--- src/rtl/blu_ntt_sched.sv ---
// Address/twiddle sequencer for one NTT (CT) or INTT (GS) pass over an N-point memory,
// with a fixed-latency write-back address delay line and inter-stage drain gaps.
module blu_ntt_sched #(
    parameter int LOG_N    = 8,
    parameter int PIPE_LAT = 4
) (
    input  logic             clk_i,
    input  logic             reset_ni,
    input  logic             start_i,
    input  logic             mode_i,
    output logic             busy_o,
    output logic             done_o,
    output logic [LOG_N-1:0] stage_o,
    output logic             rd_en_o,
    output logic [LOG_N-1:0] rd_addr0_o,
    output logic [LOG_N-1:0] rd_addr1_o,
    output logic [LOG_N-1:0] zeta_idx_o,
    output logic             is_gs_o,
    output logic             wr_en_o,
    output logic [LOG_N-1:0] wr_addr0_o,
    output logic [LOG_N-1:0] wr_addr1_o
);

    localparam int N    = 1 << LOG_N;
    localparam int HALF = N / 2;
    localparam int LW   = LOG_N + 1;
    localparam int DW   = $clog2(PIPE_LAT + 1);

    typedef enum logic [1:0] {S_IDLE, S_RUN, S_DRAIN, S_DONE} state_t;

    state_t           state, state_nxt;
    logic [LOG_N-1:0] pair_cnt;
    logic [LOG_N-1:0] grp_off;
    logic [LOG_N-1:0] len_cur;
    logic [DW-1:0]    drain_cnt;
    logic             last_pair, last_in_grp, last_drain, last_stage;

    // Butterfly span: shrinking from N/2 for CT, growing from 1 for GS.
    function automatic logic [LOG_N-1:0] stage_len(input logic [LOG_N-1:0] s, input logic gs);
        logic [LOG_N:0] full;
        if (gs) full = LW'(1) << s;
        else    full = (LW'(N) >> s) >> 1;
        return full[LOG_N-1:0];
    endfunction

    assign len_cur     = stage_len(stage_o, is_gs_o);
    assign last_pair   = (pair_cnt == LOG_N'(HALF - 1));
    assign last_in_grp = (grp_off == len_cur - 1'b1);
    assign last_drain  = (drain_cnt == DW'(PIPE_LAT - 1));
    assign last_stage  = (stage_o == LOG_N'(LOG_N - 1));

    always_ff @(posedge clk_i or negedge reset_ni) begin
        if (!reset_ni) state <= S_IDLE;
        else           state <= state_nxt;
    end

    always_comb begin
        state_nxt = state;
        case (state)
            S_IDLE:  if (start_i) state_nxt = S_RUN;
            S_RUN:   if (last_pair) state_nxt = S_DRAIN;
            S_DRAIN: if (last_drain) state_nxt = last_stage ? S_DONE : S_RUN;
            S_DONE:  state_nxt = S_IDLE;
            default: state_nxt = S_IDLE;
        endcase
    end

    always_comb begin
        busy_o  = (state != S_IDLE);
        done_o  = (state == S_DONE);
        rd_en_o = (state == S_RUN);
    end

    // Issue registers advance on the pair just issued; on the final pair of a stage they
    // hold, so the bus keeps its last value through DRAIN and k is stepped only at the
    // start of the next stage's first group.
    always_ff @(posedge clk_i or negedge reset_ni) begin
        if (!reset_ni) begin
            // NOTE: sequential state uses non-blocking assignments so every register
            // samples pre-edge values regardless of statement order.
            stage_o    <= '0;
            is_gs_o    <= 1'b0;
            pair_cnt   <= '0;
            grp_off    <= '0;
            drain_cnt  <= '0;
            rd_addr0_o <= '0;
            rd_addr1_o <= '0;
            zeta_idx_o <= '0;
        end else begin
            case (state)
                S_IDLE: if (start_i) begin
                    is_gs_o    <= mode_i;
                    stage_o    <= '0;
                    pair_cnt   <= '0;
                    grp_off    <= '0;
                    rd_addr0_o <= '0;
                    rd_addr1_o <= stage_len('0, mode_i);
                    zeta_idx_o <= mode_i ? LOG_N'(N - 1) : LOG_N'(1);
                end
                S_RUN: begin
                    drain_cnt <= '0;
                    if (!last_pair) begin
                        pair_cnt <= pair_cnt + 1'b1;
                        if (last_in_grp) begin
                            grp_off    <= '0;
                            rd_addr0_o <= rd_addr0_o + len_cur + 1'b1;
                            rd_addr1_o <= rd_addr1_o + len_cur + 1'b1;
                            zeta_idx_o <= is_gs_o ? zeta_idx_o - 1'b1 : zeta_idx_o + 1'b1;
                        end else begin
                            grp_off    <= grp_off + 1'b1;
                            rd_addr0_o <= rd_addr0_o + 1'b1;
                            rd_addr1_o <= rd_addr1_o + 1'b1;
                        end
                    end
                end
                S_DRAIN: begin
                    drain_cnt <= drain_cnt + 1'b1;
                    if (last_drain && !last_stage) begin
                        stage_o    <= stage_o + 1'b1;
                        pair_cnt   <= '0;
                        grp_off    <= '0;
                        rd_addr0_o <= '0;
                        rd_addr1_o <= stage_len(stage_o + 1'b1, is_gs_o);
                        zeta_idx_o <= is_gs_o ? zeta_idx_o - 1'b1 : zeta_idx_o + 1'b1;
                    end
                end
                default: ;
            endcase
        end
    end

    logic [PIPE_LAT-1:0] vld_q;
    logic [LOG_N-1:0]    a0_q [PIPE_LAT];
    logic [LOG_N-1:0]    a1_q [PIPE_LAT];

    // NOTE: the address stages are reset too, because every output must read 0 in reset.
    always_ff @(posedge clk_i or negedge reset_ni) begin
        if (!reset_ni) begin
            vld_q <= '0;
            for (int i = 0; i < PIPE_LAT; i++) begin
                a0_q[i] <= '0;
                a1_q[i] <= '0;
            end
        end else begin
            vld_q[0] <= rd_en_o;
            a0_q[0]  <= rd_addr0_o;
            a1_q[0]  <= rd_addr1_o;
            for (int i = 1; i < PIPE_LAT; i++) begin
                vld_q[i] <= vld_q[i-1];
                a0_q[i]  <= a0_q[i-1];
                a1_q[i]  <= a1_q[i-1];
            end
        end
    end

    assign wr_en_o    = vld_q[PIPE_LAT-1];
    assign wr_addr0_o = a0_q[PIPE_LAT-1];
    assign wr_addr1_o = a1_q[PIPE_LAT-1];

endmodule

--- config.mk ---
export PLATFORM = sky130hd
export DESIGN_NAME = blu_ntt_sched
export DESIGN_NICKNAME = d
export VERILOG_FILES = /design/src/rtl/blu_ntt_sched.sv
export SDC_FILE = /design/constraint.sdc
export NUM_CORES = 1
export LEC_CHECK = 0
export ABC_AREA = 1
export CAP_MARGIN = 20
export CORE_MARGIN = 2
export CORE_UTILIZATION = 55
export DETAILED_ROUTE_END_ITERATION = 8
export DONT_BUFFER_PORTS = 1
export GPL_TIMING_DRIVEN = 1
export PLACE_DENSITY = 0.73
export SLEW_MARGIN = 20
export SYNTH_ARGS = -nofsm -noshare
export SYNTH_HDL_FRONTEND = slang
export SYNTH_SLANG_ARGS = --single-unit
--- constraint.sdc ---
create_clock -name clk_i -period 2.6 [get_ports clk_i]
set_input_delay 0.65 -clock clk_i [delete_from_list [all_inputs] [get_ports clk_i]]
set_output_delay 0.65 -clock clk_i [all_outputs]
set_load 0.1 [all_outputs]
[After elaboration in Yosys (flattened, before gate mapping)]
Cells that the tools add are included.
Word-level totals
  input bits: 4
  output and inout bits: 53
  logic and storage cells: 93
  bits in registers: 122
Cells by class
  multiplexer cells: 33
  eq/ne operators: 13
  shift operators: 4
  reductions and logical operators: 12
  add/sub/neg operators: 13
Operators with widths (count)
  two-way mux 8 bit: 21
  one-hot mux 8 bit (3 select lines): 5
  adder 8 x 1 -> 8 bit (second input constant): 8
  right shift 9 x 8 -> 9 bit (first input constant): 2
  adder 8 bit: 2
  one-hot mux 8 bit (2 select lines): 1
  << shifter 1 x 8 -> 8 bit (first input constant): 2
  subtractor 8 x 1 -> 8 bit (second input constant): 2
  == test 8 x 3 -> 1 bit (second input constant): 1
  == test 8 x 7 -> 1 bit (second input constant): 1
  == test 8 bit: 1
  two-way mux 2 bit: 4
  inequality test 2 bit (second input constant): 4
  one-hot mux 2 bit (4 select lines): 1
  one-hot mux 3 bit (2 select lines): 1
  AND reduction 3 bit: 2
  nonzero test 2 bit: 3
  AND reduction 5 bit: 1
  == test 2 bit (second input constant): 2
  inequality test 2 x 1 -> 1 bit (second input constant): 2
  AND reduction 4 bit: 1
  adder 3 x 1 -> 3 bit (second input constant): 1
  == test 3 x 2 -> 1 bit (second input constant): 1
  nonzero test 3 bit: 1
  5 further kinds: 5

[Longest topological paths before layout]
  depth in word-level cells: 7
  mapped depth: 22
  mapped depth without buffers: 21

[Worst setup path before layout]
Ideal clock, no wire load.
  kind: register to register
  start point: reg stage_o[7]
  end point: reg rd_addr1_o[6]
  stages on the path, launching flop included: 19
  path buffers: 0
  clock period less this slack: 3.332 ns
  data arrival time: 3.212 ns
  setup time: 0.120 ns
  data required time: 2.480 ns
  slack: -0.732 ns
  cell sequence: dfrtp_1 -> inv_1 -> nand3_4 -> nor3_2 -> o21ai_2 -> ha_1 -> inv_1 -> fa_1 -> nand3_1 -> nand2_1 -> nand2_1 -> nand2_1 -> a21oi_1 -> xor2_1 -> nand3_1 -> nand3_1 -> nand2_1 -> nand2_1 -> nand2_1
Between the ends
  cells in the longest elaborated chain, start to end: 7
  elaborated cells on any way between the ends: 20
  classes of those cells: add/sub: 4; eq/ne: 3; shift: 4; mux: 6; reduce/logical: 3
RTL lines
  from (decl): RTL line 13  | output logic [LOG_N-1:0] stage_o,
  from (signal assigned): RTL line 119  | stage_o <= stage_o + 1'b1;
  right shift 9 x 8 -> 9 bit / << shifter 1 x 8 -> 8 bit (equally long branches): RTL line 42, 41
  two-way mux 8 bit: RTL line 41  | if (gs) full = LW'(1) << s;
  adder 8 bit / subtractor 8 x 1 -> 8 bit (equally long branches): RTL line 107, 48
  adder 8 x 1 -> 8 bit / == test 8 bit (equally long branches): RTL line 107, 48
  two-way mux 8 bit: RTL line 104  | if (last_in_grp) begin
  two-way mux 8 bit: RTL line 102  | if (!last_pair) begin
  one-hot mux 8 bit (3 select lines): RTL line 90  | case (state)
  to (signal assigned): RTL line 97  | rd_addr1_o <= stage_len('0, mode_i);
  to (signal assigned): RTL line 107  | rd_addr1_o <= rd_addr1_o + len_cur + 1'b1;
  to (signal assigned): RTL line 112  | rd_addr1_o <= rd_addr1_o + 1'b1;
  to (decl): RTL line 16  | output logic [LOG_N-1:0] rd_addr1_o,
Several ways; a longest one is shown, not always the timed one. The select of a mux whose other input is x is not followed.
A chain may end at the register's enable or synchronous reset.

[Worst setup path in the final report]
  start point: reg stage_o[5]
  end point: reg rd_addr1_o[5]
Same word-level chain as after synthesis.

==> impl.org <==
** Synth
- The share of the Yosys chip area taken by registers is 47.42%.
- Synthesis produced 745 cells.
- Post-synth ARST share :: 100.0%
- In this run, synthesis inferred 0 flip-flops with an integrated enable.
- Commonest register cell after synthesis :: dfrtp_1
- When the netlist entered floorplanning its net count stood at 785.
- Dividing the synthesized area by the synthesized cell count gives 8.643 µm².
- Summing every instance area after synthesis gives 6439 µm².
- The Yosys step of the flow raised 0 warnings.
- Unique cell type count in the Yosys netlist :: 42
- Counting flops and latches in the post-synthesis netlist gives 122.

** Detailed routing
- The first detailed-routing pass ran for 5 iterations.
- After detailed routing, the number of remaining DRC violations is 0.
- In the final routed layout, each cell accounts on average for 15.01 µm.
- Average via count per standard cell :: 5.338
- Sum of routed wire length over all layers :: 14950 µm
- DRT iter0 DRCs :: 370
- Across all layers, the routed design uses 5317 vias.
- Final antenna-violating net count :: 0

** Power and ir drop
- Worst-case vdd ir drop :: 633.6 µV
- Leak Pwr :: 4.148 nW
- For this design the ratio of total power to cell area is 519.2 nW/µm².

** STA
- Setup Total Neg Slack :: -379.0 ps
- Setup repair after global routing could not meet its margin everywhere.
- The number of endpoints with negative hold slack in the final report was 122.
- At the pin with the least slew margin, the transition time is 868.3 ps.
- Across the routed clock network, the largest skew measured is 8.109 ps.
- The worst pin sits at a relative slew slack of 42.15%.
- Maximum clock frequency :: 377.3 MHz
- Final Cycle Share :: 101.9%
- Worst slack on hold paths :: -83.86 ps
- The count of pins over their slew limit was 0.
- Setup violations remaining at the end of the flow were counted as 17.
- The routed design could run at a clock period as short as 2651 ps.
- Once routing completed, OpenROAD measured the worst setup slack at -50.62 ps.

** Worst setup path
- Measured in cells, the most critical reg-to-reg path has a length of 18.
- Worst path required time :: 2920 ps
- CP Cell Sequence :: nor2_4 > buf_4 > nand4_4 > o21ai_2 > nand2_2 > inv_2 > buf_4 > ha_1 > nand3_1 > nand2_2 > a21oi_2 > o21ai_1 > xnor2_1 > nand3_1 > nand3_1 > nand2_1 > nand2_1 > nand2_1
- STA classifies the critical path endpoint as a flip-flop.
- In this run the critical register-to-register path is captured at rd_addr1_o[5]$_DFFE_PN0P_.
- Largest driver fanout on the critical path :: 4
- The critical path crosses 18 cells after its start point.
- Slowest cell on the critical path :: dfrtp_4
- Critical path buffers and inverters :: 3
- For the worst setup path, the data arrival time is 2970 ps.
- Delay contributed by the slowest stage of the critical path :: 490 ps
- Crit. Startpoint :: stage_o[5]$_DFFE_PN0P_
- R2r startpoint :: stage_o[5]$_DFFE_PN0P_
- Kind of cell adding the most delay to the critical path :: simple AND/OR/NAND/NOR gates
- Critical path class :: reg -> reg
- Worst R2R Setup Slack :: -50 ps
- In this run the worst setup path terminates at rd_addr1_o[5]$_DFFE_PN0P_.
- Crit path launch type :: flip-flop

** Clock network
- Number of buffers created by CTS :: 17
- The clock passes through at most 2 buffers.
- Clock sink count :: 122
- After clock tree synthesis, the clock-pin slew on the worst setup and hold paths is 60 ps.
- Insertion delay to the later sink of the worst-skew pair :: 430 ps
- TritonCTS built the clock tree.
- The H-tree was split into 4 levels.
- Root Buffer :: clkbuf_16

** Placed design
- Placed Instances :: 948
- Detailed placement ended at an HPWL of 10480 µm.
- Placer congestion estimate :: 0.9310
- In this run the cell area measured after placement is 7157 µm².
- Total of buffers placed on input and output ports :: 0
- Worst slack, placed :: -146.4 ps

** Final layout
- The filler cells instantiated in the layout total 859.
- Final Instance Area :: 8082 µm²
- Antenna diode count :: 0
- After the flow finishes, the layout carries non-filler instances totaling 996.
- Share of final-layout standard cells stronger than drive strength 1 :: 26.61%
- The area growth from synthesis to layout is 25.51%.
- Total Nets Final :: 880

** Global route
- Entering global routing, the biggest net connects 123 pins.
- The first global-routing pass estimated 24760 µm of wire.
- Met3 capacity usage during global routing :: 6.533%
- For met2 alone, demand over resource in global routing was 40.32%.
- Total GRT Usage :: 24.69%
- For this run the aggregate overflow at the end of global routing stands at 0.
- Most utilized layer in the global route result :: met2
- The number of global-route vias before repair is 5308.
- The number of antenna violations at the first check in global routing was 0.
- Met1 track demand over resource in global routing :: 30.37%

** Floorplanning
- Starting density of the core :: 56.39%
- Total Die Area :: 12590 µm²
- Core Area :: 11420 µm²
- 57 I/O pins were placed.
- Die X :: 112.2 µm
- The die is 112.2 µm tall.
- # rows :: 39

** Run status
- The flow ran to the end, but the final reports show violations.
- The final reports fail on hold timing, setup timing.

** Hold path
- The tightest min-delay check is of the in -> async type.

** Flow run
- Max-capacitance violation count :: 0
synth_stat cells (10+ instances only):
library cell  number  share of area (%)
a21oi_1           33                2.6
buf_4             16                1.9
dfrtp_1          122                 47
ha_1              33                6.4
inv_1             79                4.6
nand2_1          183                 11
nand3_1           59                4.6
nor2_1            48                2.8
nor3_1            12               0.93
o21ai_0           39                3.0
o22ai_1           10               0.97
xor2_1            26                3.5
metal layers:
layer | wire length (µm) | share of wire, % | up-vias
met4 | 395 | 2.6 | 0
met2 | 7371 | 49 | 171
li1 | - | - | 2589
met3 | 898 | 6.0 | 36
met1 | 6285 | 42 | 2521
met5 | 0 | 0 | -
repair_timing:
item                       CTS  global route
pin swaps                   17            28
setup endpoints to repair   28            35
setup buffers                6            10
resized for setup           30            33
hold endpoints to repair   122           122
power breakdown:
part	total, mW	switching (mW)	internal (mW)
clock network	2.30	0.949	1.35
registers	1.90	0	1.90
logic	0.000706	0.000471	0.000232
total	4.20	0.949	3.25
worst register-to-register path, delay by kind of cell (launching register included):
kind / cells / cell delay (ps)
AO/OA/AOI/OAI: 3 / 430
buffers and inverters: 3 / 350
adder cells (fa/ha/maj): 1 / 220
XOR/XNOR: 1 / 170
flip-flops: 1 / 490
AND/OR/NAND/NOR: 10 / 900
cells in the final DEF (no fill, tap or decap), types with 5 or more instances in the layout:
master	n
nand2_1	171
dfrtp_1	113
buf_4	98
inv_1	71
nand3_1	55
nor2_1	43
o21ai_0	34
a21oi_1	25
xor2_1	25
ha_1	25
nand2_2	19
clkbuf_16	17
inv_2	13
nor3_1	12
o22ai_1	10
xnor2_1	9
a21oi_2	8
dfrtp_4	8
nand3_2	7
nand4_1	6
inv_6	6
nor2_2	5
clkinvlp_4	5
o21ai_1	5
flip-flops by register name, summed over array words and instances (netlist names):
name	flops
a1_q	24
pair_cnt	8
a0_q	24
grp_off	8
drain_cnt	3
rd_addr1_o	8
is_gs_o	1
zeta_idx_o	8
stage_o	8
wr_addr0_o	8
wr_addr1_o	8
state	2
vld_q	4
rd_addr0_o	8
worst min-delay path by stage:
stage                  startpoint  slack (ps)                        end  depth (start not counted)
3_3_place_gp   a1_q[28]$_DFF_PN0_         330         a1_q[20]$_DFF_PN0_                          0
3_5_place_dp   a0_q[30]$_DFF_PN0_         330         a0_q[22]$_DFF_PN0_                          0
4_1_cts                  reset_ni        -100  rd_addr1_o[2]$_DFFE_PN0P_                          0
5_1_grt                  reset_ni        -100         a1_q[13]$_DFF_PN0_                          0
2_1_floorplan  a0_q[18]$_DFF_PN0_         330         a0_q[10]$_DFF_PN0_                          0
6_report                 reset_ni         -80         a1_q[13]$_DFF_PN0_                          0
per-stage QoR:
step	util [%]	power (mW)
6_report	70.78	4.196
5_1_grt	70.78	4.320
4_1_cts	69.00	4.235
3_5_place_dp	62.68	1.935
3_3_place_gp	62.68	1.935
2_1_floorplan	-	1.935
kinds of logic after synthesis:
family	Yosys count	synth area share, %
AND/OR/NAND/NOR	338	24.00
AO/OA/AOI/OAI	97	8.434
adder cells (fa/ha/maj)	36	7.346
flip-flops	122	47.42
buffers and inverters	117	8.045
XOR/XNOR	35	4.761
final cells by class:
type,count,area [µm²],share of cell area (%)
Timing Repair Buffer,104,820.8,10.16
Tap cell,143,178.9,2.214
Multi-Input combinational cell,506,3075,38.06
Inverter,89,344.1,4.258
Clock buffer,17,425.4,5.264
Clock inverter,15,152.6,1.889
Sequential cell,122,3084,38.16
Power figures use the tool's default switching activity.
